<file path="config.mk">
export PLATFORM = sky130hd
export DESIGN_NAME = lfsr_prbs
export DESIGN_NICKNAME = d
export VERILOG_FILES = /design/src/rtl/lfsr_prbs_pkg.sv /design/src/rtl/lfsr_prbs_chk.sv /design/src/rtl/lfsr_prbs.sv
export SDC_FILE = /design/constraint.sdc
export NUM_CORES = 1
export LEC_CHECK = 0
export ABC_CLOCK_PERIOD_IN_PS = 2600
export BUFFER_PORTS_ARGS = -buffer_cell sky130_fd_sc_hd__buf_2
export CORE_MARGIN = 2
export CORE_UTILIZATION = 45
export DETAILED_ROUTE_END_ITERATION = 8
export GPL_ROUTABILITY_DRIVEN = 0
export PLACE_DENSITY = 0.67
export SLEW_MARGIN = 0
export SYNTH_ARGS = -nofsm -noshare
export SYNTH_HDL_FRONTEND = slang
export SYNTH_SLANG_ARGS = --single-unit
</file>
<file path="constraint.sdc">
create_clock -name clk -period 2.6 [get_ports clk]
set_input_delay 0 -clock clk [delete_from_list [all_inputs] [get_ports clk]]
set_output_delay 0 -clock clk [all_outputs]
set_load 0.02 [all_outputs]
</file>
<file path="src/rtl/lfsr_prbs_pkg.sv">
// Shared types and LFSR math for the PRBS generator and checker.
// Values are carried zero-extended to MAX_W bits so one function serves every WIDTH.
package lfsr_prbs_pkg;

   localparam int MAX_W = 64;
   localparam logic [MAX_W-1:0] ONE = 64'd1;

   typedef enum logic {
      HUNT   = 1'b0,
      LOCKED = 1'b1
   } chk_state_e;

   // One Galois step: shift up, and fold the old MSB into stage 0 and every tap stage.
   function automatic logic [MAX_W-1:0] lfsr_step(input logic [MAX_W-1:0] q,
                                                  input logic [MAX_W-1:0] poly,
                                                  input int width);
      logic [MAX_W-1:0] msb;
      logic [MAX_W-1:0] mask;
      logic [MAX_W-1:0] n;
      msb  = ONE << (width - 1);
      mask = (msb << 1) - ONE;
      n    = (q << 1) & mask;
      if ((q & msb) != '0) n = n ^ ((poly | ONE) & mask);
      return n;
   endfunction

   // Expected next bit. hist[k] holds s[n-W+k] (bit W-1 is the newest), so the
   // recurrence taps {0} U POLY line up directly with hist bit positions.
   function automatic logic lfsr_pred(input logic [MAX_W-1:0] hist,
                                      input logic [MAX_W-1:0] poly);
      return ^(hist & (poly | ONE));
   endfunction

endpackage

</file>
<file path="src/rtl/lfsr_prbs_chk.sv">
// Self-synchronising PRBS checker: history register, HUNT/LOCKED FSM and error counters.
module lfsr_prbs_chk
   import lfsr_prbs_pkg::*;
#(
   parameter int unsigned          WIDTH     = 26,
   parameter logic [WIDTH-1:0]     POLY      = 26'h0000182,
   parameter int unsigned          STEP      = 1,
   parameter int unsigned          LOCK_CNT  = 32,
   parameter int unsigned          LOSS_ERRS = 4,
   parameter int unsigned          CNT_W     = 16
) (
   input  logic             clk,
   input  logic             rst_n,
   input  logic             chk_vld,
   input  logic [STEP-1:0]  chk_din,
   input  logic             chk_clr,
   output logic             chk_lock,
   output logic             chk_err,
   output logic [CNT_W-1:0] chk_err_cnt
);

   localparam int FILL_W = $clog2(WIDTH + 1);
   localparam int RUN_W  = $clog2(LOCK_CNT + 1);
   localparam int ACC_W  = $clog2(LOSS_ERRS + 1);
   localparam logic [MAX_W-1:0] POLY_X = MAX_W'(POLY);

   chk_state_e       state_q, state_d;
   logic [WIDTH-1:0] hist_q, hist_d;
   logic [FILL_W-1:0] fill_q, fill_d;
   logic [RUN_W-1:0] run_q, run_d;
   logic [ACC_W-1:0] acc_q, acc_d;
   logic [CNT_W-1:0] cnt_q, cnt_d;
   logic             lock_q;
   logic             err_q, err_d;

   // Walk the word bit-serially, oldest first; decide state transitions at word end.
   always_comb begin
      logic [STEP-1:0] din_sh;
      logic            bit_in;
      logic            exp_bit;
      logic            miss;
      state_d = state_q;
      hist_d  = hist_q;
      fill_d  = fill_q;
      run_d   = run_q;
      acc_d   = acc_q;
      cnt_d   = cnt_q;
      err_d   = 1'b0;
      din_sh  = chk_din;
      bit_in  = 1'b0;
      exp_bit = 1'b0;
      miss    = 1'b0;
      if (chk_vld) begin
         for (int k = 0; k < STEP; k++) begin
            bit_in  = din_sh[STEP-1];
            din_sh  = din_sh << 1;
            exp_bit = lfsr_pred(MAX_W'(hist_d), POLY_X);
            if (state_q == HUNT) begin
               if (fill_d < FILL_W'(WIDTH)) begin
                  fill_d = fill_d + FILL_W'(1);
               end else if (bit_in == exp_bit) begin
                  if (run_d != '1) run_d = run_d + RUN_W'(1);
               end else begin
                  run_d = '0;
               end
            end else begin
               if (bit_in != exp_bit) begin
                  miss  = 1'b1;
                  run_d = '0;
                  if (acc_d != '1) acc_d = acc_d + ACC_W'(1);
                  if (cnt_d != '1) cnt_d = cnt_d + CNT_W'(1);
               end else begin
                  if (run_d != '1) run_d = run_d + RUN_W'(1);
                  if (run_d >= RUN_W'(LOCK_CNT)) acc_d = '0;
               end
            end
            // every bit enters the history, matched or not
            hist_d = {bit_in, hist_d[WIDTH-1:1]};
         end
         if (state_q == HUNT) begin
            if (run_d >= RUN_W'(LOCK_CNT)) begin
               state_d = LOCKED;
               run_d   = '0;
               acc_d   = '0;
            end
         end else begin
            err_d = miss;
            if (acc_d >= ACC_W'(LOSS_ERRS)) begin
               state_d = HUNT;
               fill_d  = '0;
               run_d   = '0;
               acc_d   = '0;
            end
         end
      end
      // clear wins over errors counted in the same cycle
      if (chk_clr) cnt_d = '0;
   end

   // Checker state register; lock flag registered from the next state.
   always_ff @(posedge clk or negedge rst_n) begin
      if (!rst_n) begin
         state_q <= HUNT;
         hist_q  <= '0;
         fill_q  <= '0;
         run_q   <= '0;
         acc_q   <= '0;
         cnt_q   <= '0;
         lock_q  <= 1'b0;
         err_q   <= 1'b0;
      end else begin
         state_q <= state_d;
         hist_q  <= hist_d;
         fill_q  <= fill_d;
         run_q   <= run_d;
         acc_q   <= acc_d;
         cnt_q   <= cnt_d;
         lock_q  <= (state_d == LOCKED);
         err_q   <= err_d;
      end
   end

   assign chk_lock    = lock_q;
   assign chk_err     = err_q;
   assign chk_err_cnt = cnt_q;

endmodule

</file>
<file path="src/rtl/lfsr_prbs.sv">
// Galois LFSR PRBS generator (STEP bits per clock) with an attached PRBS checker.
// Optional build macro LFSR_PRBS_ERR_INJ_EN adds input err_inj, which inverts the
// oldest output bit of an enabled cycle without disturbing the LFSR state.
module lfsr_prbs
   import lfsr_prbs_pkg::*;
#(
   parameter int unsigned      WIDTH     = 26,
   parameter logic [WIDTH-1:0] POLY      = 26'h0000182,
   parameter int unsigned      STEP      = 1,
   parameter int unsigned      LOCK_CNT  = 32,
   parameter int unsigned      LOSS_ERRS = 4,
   parameter int unsigned      CNT_W     = 16
) (
   input  logic             clk,
   input  logic             rst_n,
   input  logic             en,
   input  logic             load,
`ifdef LFSR_PRBS_ERR_INJ_EN
   input  logic             err_inj,
`endif
   input  logic [WIDTH-1:0] seed,
   output logic [WIDTH-1:0] q,
   output logic [STEP-1:0]  dout,
   output logic             dout_vld,
   input  logic             chk_vld,
   input  logic [STEP-1:0]  chk_din,
   input  logic             chk_clr,
   output logic             chk_lock,
   output logic             chk_err,
   output logic [CNT_W-1:0] chk_err_cnt
);

   localparam logic [MAX_W-1:0] POLY_X = MAX_W'(POLY);

   logic [WIDTH-1:0] state_q, state_d;
   logic [STEP-1:0]  dout_q, dout_d;
   logic             vld_q, vld_d;
   logic [WIDTH-1:0] adv_state;
   logic [STEP-1:0]  adv_bits;

   // Unrolled STEP-step advance; each step emits the pre-step MSB, oldest ends in dout MSB.
   always_comb begin
      logic [MAX_W-1:0] s;
      s        = MAX_W'(state_q);
      adv_bits = '0;
      for (int k = 0; k < STEP; k++) begin
         adv_bits = (adv_bits << 1) | STEP'(s[WIDTH-1]);
         s        = lfsr_step(s, POLY_X, WIDTH);
      end
      adv_state = s[WIDTH-1:0];
   end

   // Next generator state: load beats enable, and an all-zero state is recovered on enable.
   always_comb begin
      state_d = state_q;
      dout_d  = dout_q;
      vld_d   = 1'b0;
      if (load) begin
         state_d = (seed == '0) ? WIDTH'(1) : seed;
      end else if (en) begin
         vld_d = 1'b1;
         if (state_q == '0) begin
            state_d = WIDTH'(1);
            dout_d  = '0;
         end else begin
            state_d = adv_state;
            dout_d  = adv_bits;
         end
`ifdef LFSR_PRBS_ERR_INJ_EN
         if (err_inj) dout_d[STEP-1] = ~dout_d[STEP-1];
`endif
      end
   end

   // Generator registers.
   always_ff @(posedge clk or negedge rst_n) begin
      if (!rst_n) begin
         state_q <= WIDTH'(1);
         dout_q  <= '0;
         vld_q   <= 1'b0;
      end else begin
         state_q <= state_d;
         dout_q  <= dout_d;
         vld_q   <= vld_d;
      end
   end

   assign q        = state_q;
   assign dout     = dout_q;
   assign dout_vld = vld_q;

   lfsr_prbs_chk #(
      .WIDTH     (WIDTH),
      .POLY      (POLY),
      .STEP      (STEP),
      .LOCK_CNT  (LOCK_CNT),
      .LOSS_ERRS (LOSS_ERRS),
      .CNT_W     (CNT_W)
   ) u_chk (
      .clk         (clk),
      .rst_n       (rst_n),
      .chk_vld     (chk_vld),
      .chk_din     (chk_din),
      .chk_clr     (chk_clr),
      .chk_lock    (chk_lock),
      .chk_err     (chk_err),
      .chk_err_cnt (chk_err_cnt)
   );

endmodule

</file>
==> results of run 1 <==
routing by layer:
| metal | global-route usage (%) | up-vias | share of wire, % |
|---|---|---|---|
| met5 | 0 | - | 0 |
| met4 | 6.53 | 0 | 1.2 |
| met3 | 3.13 | 12 | 5.3 |
| met2 | 31.5 | 115 | 48 |
| met1 | 27.7 | 1719 | 45 |
| li1 | - | 1656 | - |
cells in the final DEF (no fill, tap or decap), types with 11 or more instances in the layout:
| cell | instances |
|---|---|
| and2_1 | 17 |
| mux2_2 | 28 |
| buf_2 | 77 |
| or3_1 | 11 |
| nor2_1 | 14 |
| dlygate4sd3_1 | 30 |
| nor4_1 | 11 |
| a221o_1 | 14 |
| nand3_1 | 12 |
| o21ai_0 | 27 |
| a21oi_1 | 22 |
| nand2_1 | 21 |
| dfrtp_1 | 85 |
critical path: stages (launching register included):
cell	delay (ns)
dfrtp_1	0.37
xnor3_2	0.46
xor2_2	0.38
o211ai_2	0.23
buf_4	0.23
or3_1	0.34
a21oi_1	0.15
state kept, by name, indices dropped and copies added (netlist names):
| register | flops |
|---|---|
| dout_vld | 1 |
| u_chk.state_q | 1 |
| u_chk.acc_q | 3 |
| u_chk.chk_err_cnt | 16 |
| u_chk.fill_q | 5 |
| dout | 1 |
| u_chk.chk_err | 1 |
| u_chk.hist_q | 26 |
| q | 26 |
| u_chk.run_q | 6 |
logic make-up after synthesis:
family	Yosys count
and+or+nand+nor	118
AOI/OAI and AO/OA	102
DFF	86
muxes	38
buffers and inverters	30
xor gates and xnor gates	7
adders and majority gates	4
final timing paths:
path	end	slack [ns]	depth (start not counted)
max	u_chk.chk_err_cnt[7]	0.36	6
min	q[0]	0.1	3
max reg2reg	u_chk.chk_err_cnt[7]	0.36	6
min reg2reg	u_chk.hist_q[16]	0.50	1
max in group asynchronous	u_chk.hist_q[19]	1.53	2
min in group asynchronous	u_chk.fill_q[4]	0.36	2
layout make-up:
class                      instances  area (sq um)  share of cell area (%)
multi-input combinational        269          1890                    36.6
inverter                          10          37.5                   0.726
sequential                        86          2150                    41.6
clock buffer                      10           128                    2.47
clock inverter                     6          86.3                    1.67
tap                              111           139                    2.68
timing repair buffer             114           738                    14.3
what timing repair did:
action                                 in CTS  in global routing
endpoints found under the hold margin     114                  0
hold buffers                               30                  0
setup endpoints to repair                   0                  0
Yosys cell counts, drive strengths merged, types with 3 or more instances:
cell type | instances | area share (%)
or3 | 11 | 1.6
nor2 | 14 | 1.3
nor2b | 3 | 0.45
nand2 | 21 | 1.9
dfrtp | 85 | 51
and3 | 8 | 1.2
buf | 9 | 1.1
mux2i | 10 | 2.4
nand4 | 5 | 0.90
or4 | 5 | 0.90
o22ai | 7 | 1.0
a221o | 14 | 3.4
o31ai | 4 | 0.72
a31oi | 9 | 1.3
and2 | 17 | 2.5
o21ai | 28 | 3.4
nor3 | 3 | 0.36
nor4 | 11 | 1.6
mux2 | 28 | 7.6
a21oi | 22 | 2.6
clkbuf | 11 | 0.99
xnor2 | 4 | 1.0
nand3 | 12 | 1.4
inv | 10 | 0.90
ha | 4 | 1.2
a22o | 3 | 0.63
through the flow:
stage / cell area (sq um) / instances / util, %
4_1_cts: 5170 / 606 / 56.8
3_3_place_gp: 4660 / 560 / 51.2
6_report: 5170 / 606 / 56.8
5_1_grt: 5170 / 606 / 56.8
3_5_place_dp: 4660 / 560 / 51.2
2_1_floorplan: 4170 / 385 / -
power by group through the flow:
| stage | sequential (mW) | combinational [mW] | clock [mW] |
|---|---|---|---|
| finish | 1.95 | 1.36 | 1.02 |
| global route | 2.00 | 1.50 | 1.10 |
| CTS | 1.95 | 1.36 | 1.04 |
| detailed placement | 1.97 | 1.32 | 0 |
| global placement | 1.96 | 1.28 | 0 |
| floorplan | 1.97 | 0.959 | 0 |
==> results.yml, run 1 <==
synth:
  synthSimpleGateAreaFrac_pct: 15.7
  synth_warnings: 0
  synth_seq_cells: 86
  synth_edf_count: 0
  syn-cell-area_sq_um: 4170
  synthMuxAreaShare_pct: 9.96
  synth-xor-area-share_pct: 2.19
  synth_fp_nets: 422
  synth_compound_area_share_pct: 16.3
  synth_seq_area_share_pct: 51.6
  synth_cells: 385
  yosys.area_share.adder_pct: 1.20
  synth_cell_types: 55
  synth_top_family_by_area: "compound AO/OA/AOI/OAI gates"
  synth_top_flop_cell: "dfrtp_1"
  synthArstFlopShare_pct: 100
  avgSynthCellArea_sq_um: 10.8
worst_setup_path:
  crit_type: "reg2reg"
  cp.arrival_ns: 2.51
  critPathCaptureType: "register"
  start_kind: "register"
  cp-startpoint: "u_chk.hist_q[1]"
  cp.required_ns: 2.87
  cp_max_fo: 15
  r2r-start: "u_chk.hist_q[1]"
run:
  max-cap-violations: 0
floorplan:
  start_util_pct: 45.8
  rows: 35
  io_pins: 79
  die_area_sq_um: 10100
  dieWidth_um: 100
  core_sq_um: 9110
  die_y_um: 100
sta:
  whs_ns: 0.0975
  layout_setup_ws_ns: 0.362
  slew_viol_final: 0
  skew_ns: 0.0147
  period_share_pct: 86.1
  rsz0062_at_grt: "false"
  period_needed_ns: 2.24
  hold_violations: 0
  tightest_slew_ns: 1.07
  slew_headroom_pct: 28.8
  finalSetupViolations: 0
  fin_tns_setup_ns: 0
  fmaxAchievable_mhz: 447
clocking:
  cts_resized: 0
  cts_root_buffer: "clkbuf_8"
  numClockSinks: 86
  cts_tree: "done"
  clkTransAtPathRegs_ns: 0.09
  cts_buffer_depth: 2
  clock_latency_ns: 0.36
  cts_max_level: 3
  post-cts-setup-buffers: 0
  cts_buffers: 9
route:
  drtPass1Iterations: 4
  drt_iter0_markers: 162
  vias_per_cell: 5.78
  ant_nets: 0
  routed-via-count: 3502
  drt-total-wl_um: 9610
  wl_per_cell_um: 15.9
  route.detailed.drc: 0
power:
  powerDensity_nw_per_um2: 835
  p_leak_nw: 2.35
  swShare_pct: 34.2
  p_seq_share_pct: 45.1
  power_mw: 4.32
  clockPowerShare_pct: 23.5
  switchingPower_mw: 1.48
  vdd_drop_max_v: 0.000358
  pwr-share-comb_pct: 31.4
  p_int_mw: 2.85
placed_design:
  io_buffers: 78
  dp_slack_ns: 0.368
  dp_hpwl_um: 6320
min_path:
  hold_path_class: "in2reg"
  holdCritStartpoint: "load"
grt:
  grt.total_usage_pct: 19.8
  grt_remaining_overflow: 0
  antenna_found_initial: 0
  grt_pass1_vias: 3344
  grt_max_degree: 87
  grt_pass1_wl_um: 16100
layout:
  diodes: 0
  fillCellCount: 781
  syn_to_final_growth_pct: 24.0
  drive_gt1_share_pct: 27.1
  fin_nets: 527
status:
  outcome: "finished, final reports clean"
No activity file was read; power rests on OpenSTA's default activity.
==> run 2, diff against run 1 <==
--- a/config.mk
+++ b/config.mk
@@ -11,8 +11,11 @@
 export CORE_UTILIZATION = 45
 export DETAILED_ROUTE_END_ITERATION = 8
 export GPL_ROUTABILITY_DRIVEN = 0
+export GPL_TIMING_DRIVEN = 1
 export PLACE_DENSITY = 0.67
+export SKIP_CTS_REPAIR_TIMING = 1
 export SLEW_MARGIN = 0
 export SYNTH_ARGS = -nofsm -noshare
 export SYNTH_HDL_FRONTEND = slang
+export SYNTH_HIERARCHICAL = 1
 export SYNTH_SLANG_ARGS = --single-unit
==> results.yml, run 2 <==
placed_design:
  io_buffers: 78
  dp_hpwl_um: 6080
  placed_cells_incl_taps: 557
  dp_slack_ns: 0.533
sta:
  hold_violations: 0
  period_needed_ns: 2.13
  slew_viol_final: 0
  rsz0062_at_grt: "false"
  fin_tns_setup_ns: 0
  period_share_pct: 81.8
  layout_setup_ws_ns: 0.473
  slew_headroom_pct: 28.8
  fmaxAchievable_mhz: 470
  finalSetupViolations: 0
  skew_ns: 0.00879
  tightest_slew_ns: 1.07
floorplan:
  io_pins: 79
  die_area_sq_um: 10100
  dieWidth_um: 101
  die_y_um: 101
  start_util_pct: 46.0
  rows: 35
  core_sq_um: 9150
worst_setup_path:
  cp.arrival_ns: 2.40
  r2r_slack_ns: 0.47
  cp.required_ns: 2.87
  crit_type: "reg2reg"
  path_cells: "ha_1, and4b_1, nand2_1, nor2_1, nor3_1, or4_1, a21oi_1"
  critPathCaptureType: "register"
  r2r-start: "u_chk/run_q[0]"
  cp_max_fo: 4
  ff2ff_path_depth: 7
  crit_path_top_delay_cell: "or4_1"
  reg2reg_to: "u_chk/run_q[4]"
  slowest_delay_ns: 0.52
  start_kind: "register"
power:
  clockPowerShare_pct: 25.5
  swShare_pct: 31.8
  switchingPower_mw: 1.27
  power_mw: 3.98
  p_seq_share_pct: 46.8
  p_int_mw: 2.72
  powerDensity_nw_per_um2: 773
  vdd_drop_max_v: 0.000321
  pwr-share-comb_pct: 27.7
  p_leak_nw: 2.37
grt:
  grt_pass1_wl_um: 15000
  grt_max_degree: 87
  antenna_found_initial: 0
  grt_remaining_overflow: 0
  grt_pass1_vias: 3145
  grt.total_usage_pct: 18.5
synth:
  synth_compound_area_share_pct: 9.42
  synth.top_cell.area_share_pct: 50.5
  synth_warnings: 6
  synthMuxAreaShare_pct: 13.5
  synth_area_leaders: "dfrtp_1 (51%), mux2_2 (8.0%), mux2i_1 (5.5%)"
  yosysMostFrequentCell: "dfrtp_1"
  synthArstFlopShare_pct: 100
  synthSimpleGateAreaFrac_pct: 16.4
  avgSynthCellArea_sq_um: 10.9
  synth_cells: 385
  synth_cell_types: 56
  synth_fp_nets: 422
  syn-cell-area_sq_um: 4210
  synth_seq_cells: 86
  synth_seq_area_share_pct: 51.1
  synth_top_family_by_area: "simple AND/OR/NAND/NOR gates"
  yosys.area_share.adder_pct: 1.19
  synth_top_flop_cell: "dfrtp_1"
  synth_edf_count: 0
  synth_common_cells: "dfrtp_1 (85), nand2_1 (44), o21ai_0 (34)"
  synth-xor-area-share_pct: 5.14
  yosys.area.top_type: "dfrtp_1"
layout:
  diodes: 0
  drive_gt1_share_pct: 28.2
  syn_to_final_growth_pct: 22.3
  fillCellCount: 765
  layout_common_cells: "dfrtp_1 (85), buf_2 (77), nand2_1 (44)"
  mostFrequentLayoutCell: "dfrtp_1"
  layout.cells.non_filler: 601
  fin_nets: 522
clocking:
  cts_root_buffer: "clkbuf_8"
  cts_max_level: 3
  clock_latency_ns: 0.35
  clkTransAtPathRegs_ns: 0.09
  cts_buffers: 9
  cts_tree: "done"
  cts_buffer_depth: 2
  numClockSinks: 86
route:
  drtPass1Iterations: 5
  ant_nets: 0
  drt-total-wl_um: 9310
  route.detailed.drc: 0
  drt_iter0_markers: 153
  wl_per_cell_um: 15.5
  routed-via-count: 3376
  vias_per_cell: 5.62
run:
  max-cap-violations: 0
min_path:
  hold_path_class: "in2reg"
  holdPathStages: 2
  holdCritStartpoint: "chk_clr"
  whs_endpoint: "u_chk/chk_err_cnt[2]"
status:
  outcome: "finished, final reports clean"
==> run 2: cell types whose count changed after synthesis, moves of 10 or more <==
cell	before	now
nand2_1	21	44
and2_1	17	1
a221o_1	14	0
mux2i_1	10	23
xor2_1	1	12
a21oi_1	22	12
or3_1	11	1
==> run 2: worst max-delay path, delay by kind of cell (launching register included) <==
family                     cells  cell delay [ns]
AOI/OAI and AO/OA              1             0.15
adders and majority gates      1             0.25
DFF                            1             0.41
and+or+nand+nor                5             1.25
==> run 2: worst max-delay path by stage <==
stage | from | endpoint | slack [ns] | depth (start not counted)
detailed placement | u_chk/hist_q[1] | u_chk/chk_err_cnt[15] | 0.53 | 6
global placement | u_chk/hist_q[1] | u_chk/acc_q[1] | 0.61 | 6
CTS | u_chk/run_q[0] | u_chk/run_q[4] | 0.50 | 7
finish | u_chk/run_q[0] | u_chk/run_q[4] | 0.47 | 7
global route | u_chk/run_q[0] | u_chk/fill_q[1] | 0.25 | 6
floorplan | u_chk/chk_err_cnt[3] | u_chk/chk_err_cnt[2] | 0.70 | 6
==> run 2: metal layers <==
layer,routed length (um),global-route usage (%),vias up
met5,0,0,-
li1,-,-,1593
met1,4080,26.1,1639
met2,4520,27.5,134
met3,604,4.58,10
met4,105,6.74,0
==> run 2: layout make-up <==
class                      count  area (sq um)  area share (%)
clock buffer                  11           131            2.55
clock inverter                 5          83.8            1.63
inverter                       5          18.8           0.364
multi-input combinational    273          1920            37.3
sequential                    86          2150            41.8
tap                          111           139            2.70
timing repair buffer         110           703            13.7
==> run 2: power by group through the flow <==
stage | clock network [mW] | registers (mW) | logic [mW]
2_1_floorplan | 0 | 1.88 | 0.781
3_3_place_gp | 0 | 1.87 | 1.03
3_5_place_dp | 0 | 1.89 | 1.07
4_1_cts | 1.06 | 1.87 | 1.07
5_1_grt | 1.12 | 1.92 | 1.21
6_report | 1.02 | 1.86 | 1.10
==> run 2: cell families (layout without fill, tap and decap cells) <==
logic type                 Yosys count  after routing
AOI/OAI and AO/OA                   67             67
muxes                               53             53
buffers and inverters               26            131
and+or+nand+nor                    129            129
xor gates and xnor gates            20             20
adders and majority gates            4              4
DFF                                 86             86
==> run 2: metrics by stage <==
| step | utilization (%) | area (sq um) | hold slack, ns |
|---|---|---|---|
| final | 56.3 | 5150 | 0.00985 |
| after global routing | 56.3 | 5150 | 0.00554 |
| after CTS | 53.2 | 4870 | -0.152 |
| after detailed placement | 50.9 | 4660 | 0.227 |
| after global placement | 50.9 | 4660 | 0.220 |
| after floorplan | - | 4210 | -0.296 |
